<file path="src/rtl/clip_controller.sv">
// clip_controller
// Two-clip sample recorder / player sequencer. It turns button edges and the
// audio sample strobe into write/read strobes for an external sample memory.
// The memory is split into two clips of 2^ADDR_W samples each, and the block
// remembers how many samples each clip holds.
//
// Ports
//   clock        system clock, rising edge
//   reset        asynchronous, active-low reset
//   record       synchronized record button level
//   play         synchronized play button level
//   clip_sel_wr  clip to record into (0 / 1)
//   clip_sel_r   clip to play back (0 / 1)
//   sample_tick  one-cycle strobe at the audio sample rate
//   mem_addr     {clip, sample index}; holds its value between strobes
//   mem_we       one-cycle write strobe (registered)
//   mem_re       one-cycle read strobe (registered)
//   recording    high while in RECORD (registered)
//   playing      high while in PLAY (registered)
//   done         one-cycle pulse when a clip ends by itself; it coincides
//                with the final mem_we / mem_re
//   dbg_state    current FSM state, for observation only
//
// Handshake: no valid/ready is used. Each sample_tick accepted in RECORD or
// PLAY produces exactly one strobe on the following cycle. Ticks seen in
// IDLE, or in the same cycle as a stopping button edge, are dropped.
module clip_controller #(
  parameter int ADDR_W = 14
) (
  input  logic              clock,
  input  logic              reset,
  input  logic              record,
  input  logic              play,
  input  logic              clip_sel_wr,
  input  logic              clip_sel_r,
  input  logic              sample_tick,
  output logic [ADDR_W:0]   mem_addr,
  output logic              mem_we,
  output logic              mem_re,
  output logic              recording,
  output logic              playing,
  output logic              done,
  output logic [1:0]        dbg_state
);

  localparam logic [1:0] S_IDLE   = 2'd0;
  localparam logic [1:0] S_RECORD = 2'd1;
  localparam logic [1:0] S_PLAY   = 2'd2;

  // A full clip holds 2^ADDR_W samples. The counter is one bit wider than the
  // sample index so that this full count fits in a length register.
  localparam logic [ADDR_W:0] CLIP_FULL = {1'b1, {ADDR_W{1'b0}}};
  localparam logic [ADDR_W:0] LAST_IDX  = {1'b0, {ADDR_W{1'b1}}};

  logic [1:0]      state;
  logic            clip;
  logic [ADDR_W:0] counter;
  logic [ADDR_W:0] len [2];
  logic            record_q;
  logic            play_q;
  logic            rec_edge;
  logic            play_edge;

  // The edge registers reset to 0. A button that is held through reset
  // release therefore registers as an edge on the first clock.
  assign rec_edge  = record & ~record_q;
  assign play_edge = play & ~play_q;
  assign dbg_state = state;

  always_ff @(posedge clock or negedge reset) begin
    if (!reset) begin
      state     <= S_IDLE;
      clip      <= 1'b0;
      counter   <= '0;
      len[0]    <= '0;
      len[1]    <= '0;
      record_q  <= 1'b0;
      play_q    <= 1'b0;
      mem_addr  <= '0;
      mem_we    <= 1'b0;
      mem_re    <= 1'b0;
      recording <= 1'b0;
      playing   <= 1'b0;
      done      <= 1'b0;
    end else begin
      record_q <= record;
      play_q   <= play;
      // Strobes default low, so each one lasts a single cycle.
      mem_we   <= 1'b0;
      mem_re   <= 1'b0;
      done     <= 1'b0;

      case (state)
        S_IDLE: begin
          // When both buttons have an edge in the same cycle, record wins.
          if (rec_edge) begin
            state     <= S_RECORD;
            clip      <= clip_sel_wr;
            counter   <= '0;
            recording <= 1'b1;
          end else if (play_edge && (len[clip_sel_r] != '0)) begin
            state   <= S_PLAY;
            clip    <= clip_sel_r;
            counter <= '0;
            playing <= 1'b1;
          end
        end

        S_RECORD: begin
          // A stop edge takes priority over a coincident tick. The sample
          // count is committed when recording stops, so the other clip's
          // length is never touched.
          if (rec_edge) begin
            len[clip] <= counter;
            state     <= S_IDLE;
            recording <= 1'b0;
          end else if (sample_tick) begin
            mem_we   <= 1'b1;
            mem_addr <= {clip, counter[ADDR_W-1:0]};
            counter  <= counter + 1'b1;
            // Writing the last slot of the clip ends recording. This keeps
            // the counter from wrapping into the start of the clip.
            if (counter == LAST_IDX) begin
              len[clip] <= CLIP_FULL;
              done      <= 1'b1;
              state     <= S_IDLE;
              recording <= 1'b0;
            end
          end
        end

        S_PLAY: begin
          if (play_edge) begin
            state   <= S_IDLE;
            playing <= 1'b0;
          end else if (sample_tick) begin
            mem_re   <= 1'b1;
            mem_addr <= {clip, counter[ADDR_W-1:0]};
            counter  <= counter + 1'b1;
            // PLAY is only entered with a nonzero length, so len-1 is valid.
            if (counter == (len[clip] - 1'b1)) begin
              done    <= 1'b1;
              state   <= S_IDLE;
              playing <= 1'b0;
            end
          end
        end

        default: begin
          state     <= S_IDLE;
          recording <= 1'b0;
          playing   <= 1'b0;
        end
      endcase
    end
  end

endmodule

</file>
<file path="config.mk">
export PLATFORM = sky130hd
export DESIGN_NAME = clip_controller
export DESIGN_NICKNAME = d
export VERILOG_FILES = /design/src/rtl/clip_controller.sv
export SDC_FILE = /design/constraint.sdc
export NUM_CORES = 1
export LEC_CHECK = 0
export CAP_MARGIN = 20
export CELL_PAD_IN_SITES_DETAIL_PLACEMENT = 2
export CELL_PAD_IN_SITES_GLOBAL_PLACEMENT = 2
export CORE_ASPECT_RATIO = 0.7
export CORE_MARGIN = 5
export CORE_UTILIZATION = 34
export CTS_CLUSTER_SIZE = 24
export DETAILED_ROUTE_END_ITERATION = 10
export HOLD_SLACK_MARGIN = 0.15
export PLACE_DENSITY = 0.84
export SLEW_MARGIN = 15
export SYNTH_ARGS = -nofsm -noshare
export SYNTH_HDL_FRONTEND = slang
export SYNTH_SLANG_ARGS = --single-unit
</file>
<file path="constraint.sdc">
create_clock -name clock -period 3.15 [get_ports clock]
set_input_delay 0.63 -clock clock [delete_from_list [all_inputs] [get_ports clock]]
set_output_delay 0.63 -clock clock [all_outputs]
set_load 0.05 [all_outputs]
</file>
==> summary by stage, run 1 <==
Outcome
The flow ran to the end, and the final reports show no timing, DRC or antenna violations.

Clock tree
At the later pin of the worst-skew pair, clock insertion delay measures 0.34 ns. TritonCTS built the clock tree. The root cell of the clock tree is clkbuf_16.

The count of hold-fix buffers inserted at cts is 0. The count of cells resized by post-cts repair is 0. The number of buffers on the longest clock path is 2. The sink count of the clock tree is 70. In this run, CTS created clock tree buffers numbering 9. The number of setup buffers added after CTS is 0.

The clock transition at the registers of the reported paths is 0.06 ns. CTS built an H-tree with a depth of 3.

Placement
The congestion estimate from routability-driven global placement came to 0.875. Once detailed placement completed, the half-perimeter wirelength came to ~10 mm. During placement, the flow inserted port buffers numbering 28.

Summing all placed instances gives a cell area of 4510 um^2.

Setup path
For the worst setup path, the data required time is 3.37 ns. The type of element capturing the critical path is a flip-flop. The startpoint kind of the worst setup timing path is a flip-flop.

The critical path is of the reg -> reg type. Counting cells, the worst reg-to-reg path comes to 10. STA puts the critical path data arrival time at 3.26 ns.

The maximum net fanout on the critical path is 10.

Die
From bottom edge to top edge, the die measures 100 um. The region available for standard cell placement spans 11,600 um^2. The top-level port count is 29.

The number of standard-cell rows in the floorplan is 33. The full die area is 14,000 um^2. The die boundary width is 139 um. The starting utilization of the core area is 34.4%.

STA
The setup-violating endpoint count in the final report is 0. The hold violation total from the final report is 0. The achievable frequency is 329 MHz. The worst clock skew on the final layout is 0.0101 ns.

The final-report max-slew violation count is 0. The final critical path takes up between 90 and 100% of the cycle. Setup repair after global routing left no endpoint under its margin. The final sum of negative setup slack is 0 ns. The relative slew slack is 50.5%. The worst path needs 3.04 ns of the cycle, external delays included. The measured slew at the worst slew-check pin is 0.743 ns.

Power
In this run the power density over the cells is 947 nW/um^2. The fraction of power spent switching nets is 44.7%. The internal power component is 2530 uW. In this run the static leakage power is 0.00217 uW.

The sequential fraction of design power is 25.6%. The clock network fraction of total power is between 20% and 30%. Combinational logic burns 51.6% of the power. The maximum VDD drop is 0.557 mV. The switching power of the nets is 2040 uW.

GRT
Entering global routing, the biggest net connects 71 pins. The first-pass GRT wire length is between 20 and 25 mm. For this run the aggregate overflow at the end of global routing stands at 0. The via count of the first global-routing pass came to about 4,000. The overall track demand over capacity in global routing is 21.8%.

The initial antenna violation count was 0.

Logic synthesis
The mapped netlist covers approximately 4000 um^2. The Yosys warning count is 0. The prevailing post-synth register cell is dfrtp_1. The share of synthesized registers carrying an async set or reset is 100%.

Counting flops and latches in the post-synthesis netlist gives 70. The synthesized area per cell is slightly below 10 um^2. Counting flops with a built-in enable in the synthesized netlist gives 0. The number of different library cells used by synthesis comes to 61. Of the synthesized area, sequential elements account for 44.1%.

The post-synthesis net count is roughly 430. After technology mapping, the gate count stands at between 400 and 500.

Finish
For this run, the post-layout net count is 460. Compared with the post-synthesis result, the final layout area differs by 21.4%. The library cells used most frequently in the layout, excluding fill and tap cells, are 70 x dfrtp_1, 46 x nand2_1, 27 x clkdlybuf4s50_1, 26 x nand3_1, 25 x nor2_1.

The library cell used most frequently in the layout, excluding fill and tap cells, is dfrtp_1. The fraction of final layout cells sized beyond drive strength 1 is 15.5%. 0 antenna diodes ended up in the layout. After routing the design area is 4830 um^2.

Worst hold path
The min-delay analysis places its worst path in the category in -> async.

Route
Once detail routing completed, the nets flagged for antenna violations numbered 0. After detailed routing, the number of vias per cell comes to 5.77. The first routing iteration left 188 violations. The detailed-route via count is around 3,500. The total DRC errors in the routed layout is 0. Dividing the detail-routed wire length by the instance count gives 23.9 um.

The post-detailed-routing wire length is between 10 and 15 mm. The first TritonRoute pass finished after 4 iterations.

Flow run
Across the run, the number of max-cap violations was 0.
[final cells by class]
class | instances | area (um^2)
Clock buffer | 9 | 225
Tap cell | 157 | 196
Multi-Input combinational cell | 303 | 2070
Fill cell | 1255 | 6730
Timing Repair Buffer | 53 | 475
Sequential cell | 70 | 1750
Clock inverter | 7 | 72.6
Inverter | 11 | 41.3
[cells in the mapped netlist (all sizes together) (6+ instances only)]
cell type,number,area share [%]
dfrtp,70,44
nand2,47,4.5
nand3,27,3.5
nor2,25,2.4
clkbuf,19,1.8
mux2i,17,4.3
o21ai,17,2.1
a22o,15,3.5
mux2,15,4.2
xnor2,13,2.9
inv,11,1.0
buf,10,1.6
nor3,10,1.3
o31ai,10,1.9
a21oi,7,0.98
nand4,7,1.1
nor4,7,1.5
a31oi,6,0.94
and3,6,0.94
nor4b,6,1.9
[final timing paths]
| check | end | startpoint | slack (ns) |
|---|---|---|---|
| max reg2reg | playing | clip | 0.11 |
| min | mem_addr[1] | reset | 0.30 |
| max in group asynchronous | len[9] | reset | 2.52 |
| max | playing | clip | 0.11 |
| min in group clock | mem_addr[13] | mem_addr[13] | 0.51 |
| min reg2reg | mem_addr[13] | mem_addr[13] | 0.51 |
[power by group through the flow]
stage	Clock [uW]	Sequential [uW]	Combinational, uW
6_report	1040	1170	2360
5_1_grt	1100	1190	2520
4_1_cts	1060	1170	2320
3_5_place_dp	0	1170	2250
3_3_place_gp	0	1160	2120
2_1_floorplan	0	1350	1330
[critical path, cell delays in order, from the launching register on]
cell and delay [ns]:
dfrtp_1 0.43, buf_4 0.21, buf_4 0.20, nor3_1 0.36
o21a_1 0.26, nand4bb_1 0.13, and3_1 0.21, o32ai_1 0.40
nand4_1 0.21, and2_1 0.22, o32a_1 0.29
[metal layers]
layer,global-route usage (%),vias up,wire (um)
met4,5.79,0,234
met1,29.6,1840,6670
met3,4.88,21,807
met2,35.4,75,6860
met5,0,-,0
li1,-,1583,-
[state kept, by name (all words and copies together), names as in the netlist, 2 cells and up]
signal and cells:
dbg_state 2, len 30, mem_addr 15, counter 15
[logic make-up (layout without fill, tap and decap cells)]
group                    Yosys count  count (layout)  synth area share [%]
flip-flops                        70              70                  44.1
AO/OA/AOI/OAI                     88              88                  16.0
multiplexers                      32              32                  8.53
AND/OR/NAND/NOR                  162             162                  21.8
buffers and inverters             40              80                  4.47
XOR/XNOR                          16              16                  3.52
adder cells (fa/ha/maj)            5               5                  1.57
[per-stage QoR]
stage,util (%),total power (uW),hold slack [ns],setup slack [ns],cells
after floorplan,-,2670,0.334,0.111,413
after global placement,39.0,3280,0.474,0.176,594
after detailed placement,39.0,3420,0.484,0.118,594
after CTS,41.6,4550,0.321,0.0866,610
after global routing,41.8,4810,0.321,0.0158,610
final,41.8,4570,0.298,0.109,610
Power figures use the tool's default switching activity.
==> run 2, diff against run 1 <==
--- a/config.mk
+++ b/config.mk
@@ -8,7 +8,7 @@
 export CAP_MARGIN = 20
 export CELL_PAD_IN_SITES_DETAIL_PLACEMENT = 2
 export CELL_PAD_IN_SITES_GLOBAL_PLACEMENT = 2
-export CORE_ASPECT_RATIO = 0.7
+export CORE_ASPECT_RATIO = 0.5
 export CORE_MARGIN = 5
 export CORE_UTILIZATION = 34
 export CTS_CLUSTER_SIZE = 24
==> constraint.sdc (replaced) <==
create_clock -name clock -period 3.15 [get_ports clock]
set_input_delay 0.4725 -clock clock [delete_from_list [all_inputs] [get_ports clock]]
set_output_delay 0.4725 -clock clock [all_outputs]
set_load 0.05 [all_outputs]
==> run 2 against run 1 <==
Net effect: utilization grew 1.7 points; critical path depth is 1 lower; first-iteration DRC count increased by 26%; via count increased by 0.43%; cell count grew 0.33%; highest routed layer unchanged.
==> summary by stage, run 2 (same netlist as run 1, synthesis figures left out) <==
Outcome
The run finished with clean final reports.

STA
Derived from the worst setup path, the maximum achievable clock frequency is 328 MHz. The worst clock skew on the final layout is 0.00833 ns. The final-report max-slew violation count is 0. After routing, the total negative slack on setup checks comes to 0 ns.

Setup violations remaining at the end of the flow were counted as 0. In this run the tightest slew margin relative to its limit is 39.7%. The hold violation total from the final report came to 0. Counting I/O delays and the setup requirement, the final critical path takes 3.05 ns.

For the pin with the worst max-slew slack, the measured transition is 0.905 ns. The worst setup slack after layout is approximately 0.1 ns. The final hold slack is 0.257 ns. Dividing the final minimum period by the clock period gives 96.7%. Setup repair after global routing left no endpoint under its margin.

GRT
Global routing consumed, on the met3 layer, ~5.7% of the routing resources. The overall track demand over capacity in global routing is 21.3%. Entering global routing, the biggest net connects 71 pins.

The global routing met2 resource utilization is 35.0%. For this run the aggregate overflow at the end of global routing stands at 0. The met1 demand-to-capacity share in global routing is 28.2%. The layer with the highest usage after global routing is met2. The initial antenna violation count is 0. The first-pass GRT wire length is roughly 23 mm. The via count of the first global-routing pass is slightly below 4,000.

Clock tree
The cell sitting at the root of the clock tree is a clkbuf_16. The sink count of the clock tree is 70. In this run, CTS created clock tree buffers numbering 9.

The clock transition at the registers of the reported paths is about 0.060 ns. Post-CTS timing repair inserted 0 buffers for setup. The later pin in the worst-skew pair is clocked with a latency of 0.34 ns. The number of buffers on the longest clock path is 2. In this run the number of H-tree levels came out at 3. TritonCTS built the clock tree.

Setup path
STA puts the critical path data required time at between 3 and 4 ns. In this run the worst path has a maximum fanout of 27. The type of element capturing the critical path is a flip-flop. The worst setup path is launched from a flip-flop. The worst setup path is of the reg -> reg kind. The data arrival time of the worst path is 3.27 ns.

Finish
The post-route netlist has approximately 16% of its cells at a drive strength greater than 1. The count of fill cells added during filler insertion is 1,191. The layout-stage area growth over the synthesis result is 22.6%. The non-filler instance count after layout is 612. The largest registers in the layout are len: 30 flops, counter: 15 flops, mem_addr: 15 flops. The leading cell type in the layout, fill and taps excluded is dfrtp_1. The register with the most flip-flops in the layout has 30 of them. The register with the most flip-flops in the final layout is len. In the final design database the tool counted 460 nets.

The top cell types in the final layout, fill and taps aside, are 69 x dfrtp_1, 46 x nand2_1, 27 x clkdlybuf4s50_1, 26 x nand3_1. The number of antenna diodes is 0.

Placement
The HPWL after detailed placement is between 9 and 10 mm. At the end of routability-driven placement, the weighted congestion stood at 0.843. Before CTS, the worst setup slack after placement is 0.0781 ns. The number of instances in the placed design is roughly 600.

Port buffering added 28 buffers.

Die
The top-level port count is 29. The y dimension of the die is 86.5 um. The initialized floorplan defines 27 standard-cell rows.

The starting utilization of the core area is 35.5%. The floorplan step set the die width to between 150 and 200 um. In this run the standard cell core region covers between 10,000 and 15,000 um^2. The full die area is 14,100 um^2.

Route
For this run, design rule violations remaining after detail routing come to 0. The average wire per cell in the routed design is 23.9 um. The pre-antenna-repair detailed-routing pass consisted of 4 iterations.

The violation count after the first detailed-routing iteration is 236. The routed design has approximately 15 mm of wire. The via count normalized by instance count is around 5.8. The detailed-route via count is 3,534. In this run the remaining antenna-violating nets after routing total 0.

Power
The leakage power is 0.00219 uW. The ratio of total power to cell area is 957 nW/um^2. Across the VDD grid, the largest voltage drop is 0.304 mV.

Flow run
Across the run, the number of max-cap violations was 0.

Worst hold path
The class of the worst hold path is in -> async.
[run 2: changes by cell type in the layout (fill, tap and decap cells not counted), sizes merged]
cell,before,now
clkinv,3,1
bufinv,1,2
clkbuf,9,10
clkinvlp,2,1
inv,12,13
[run 2: path summary, 6_finish.rpt]
kind / start / endpoint / slack [ns] / cells after the start
max in group asynchronous: reset / clip / 2.25 / 1
setup / recovery: clip / playing / 0.10 / 9
setup reg to reg: clip / playing / 0.10 / 9
hold reg to reg: mem_addr[3] / mem_addr[3] / 0.50 / 2
min in group clock: mem_addr[3] / mem_addr[3] / 0.50 / 2
hold / removal: reset / mem_addr[12] / 0.26 / 1
[run 2: where the power goes]
group          internal (uW)  switching, uW  total [uW]
logic                    892           1470        2360
registers               1040            135        1170
clock network            701            425        1130
[run 2: repair_timing]
item,in CTS,in global routing
hold buffers,0,0
resized for setup,0,6
endpoints found under the setup margin,0,3
[run 2: stage by stage]
step	util (%)	power, uW	cell area, um^2
6_report	43.5	4660	4870
5_1_grt	43.5	4870	4870
4_1_cts	43.2	4610	4840
3_5_place_dp	40.3	3380	4520
3_3_place_gp	40.3	3290	4520
2_1_floorplan	-	2670	3980
[run 2: routing by layer]
metal | share of wire [%] | up-vias
met5 | 0 | -
met4 | 1.4 | 0
met3 | 5.3 | 18
met2 | 47 | 87
met1 | 46 | 1855
li1 | - | 1574
[run 2: layout make-up]
type	count	area [um^2]	share of cell area (%)
flip-flops and latches	70	1750	36.0
multi-input cells	303	2080	42.7
inverters	11	41.3	0.847
clock buffers	10	229	4.70
well taps	159	199	4.08
repair buffers	53	478	9.81
clock inverters	6	93.8	1.93
[run 2: worst max-delay path, cell delays in order, from the launching register on]
cell and delay (ns):
dfrtp_2 0.46, buf_12 0.19, nor4_4 0.41, a22oi_1 0.26, nand4bb_1 0.26, and3_1 0.20, o32ai_1 0.45, nand4_1 0.20
and2_1 0.21, o32a_1 0.28
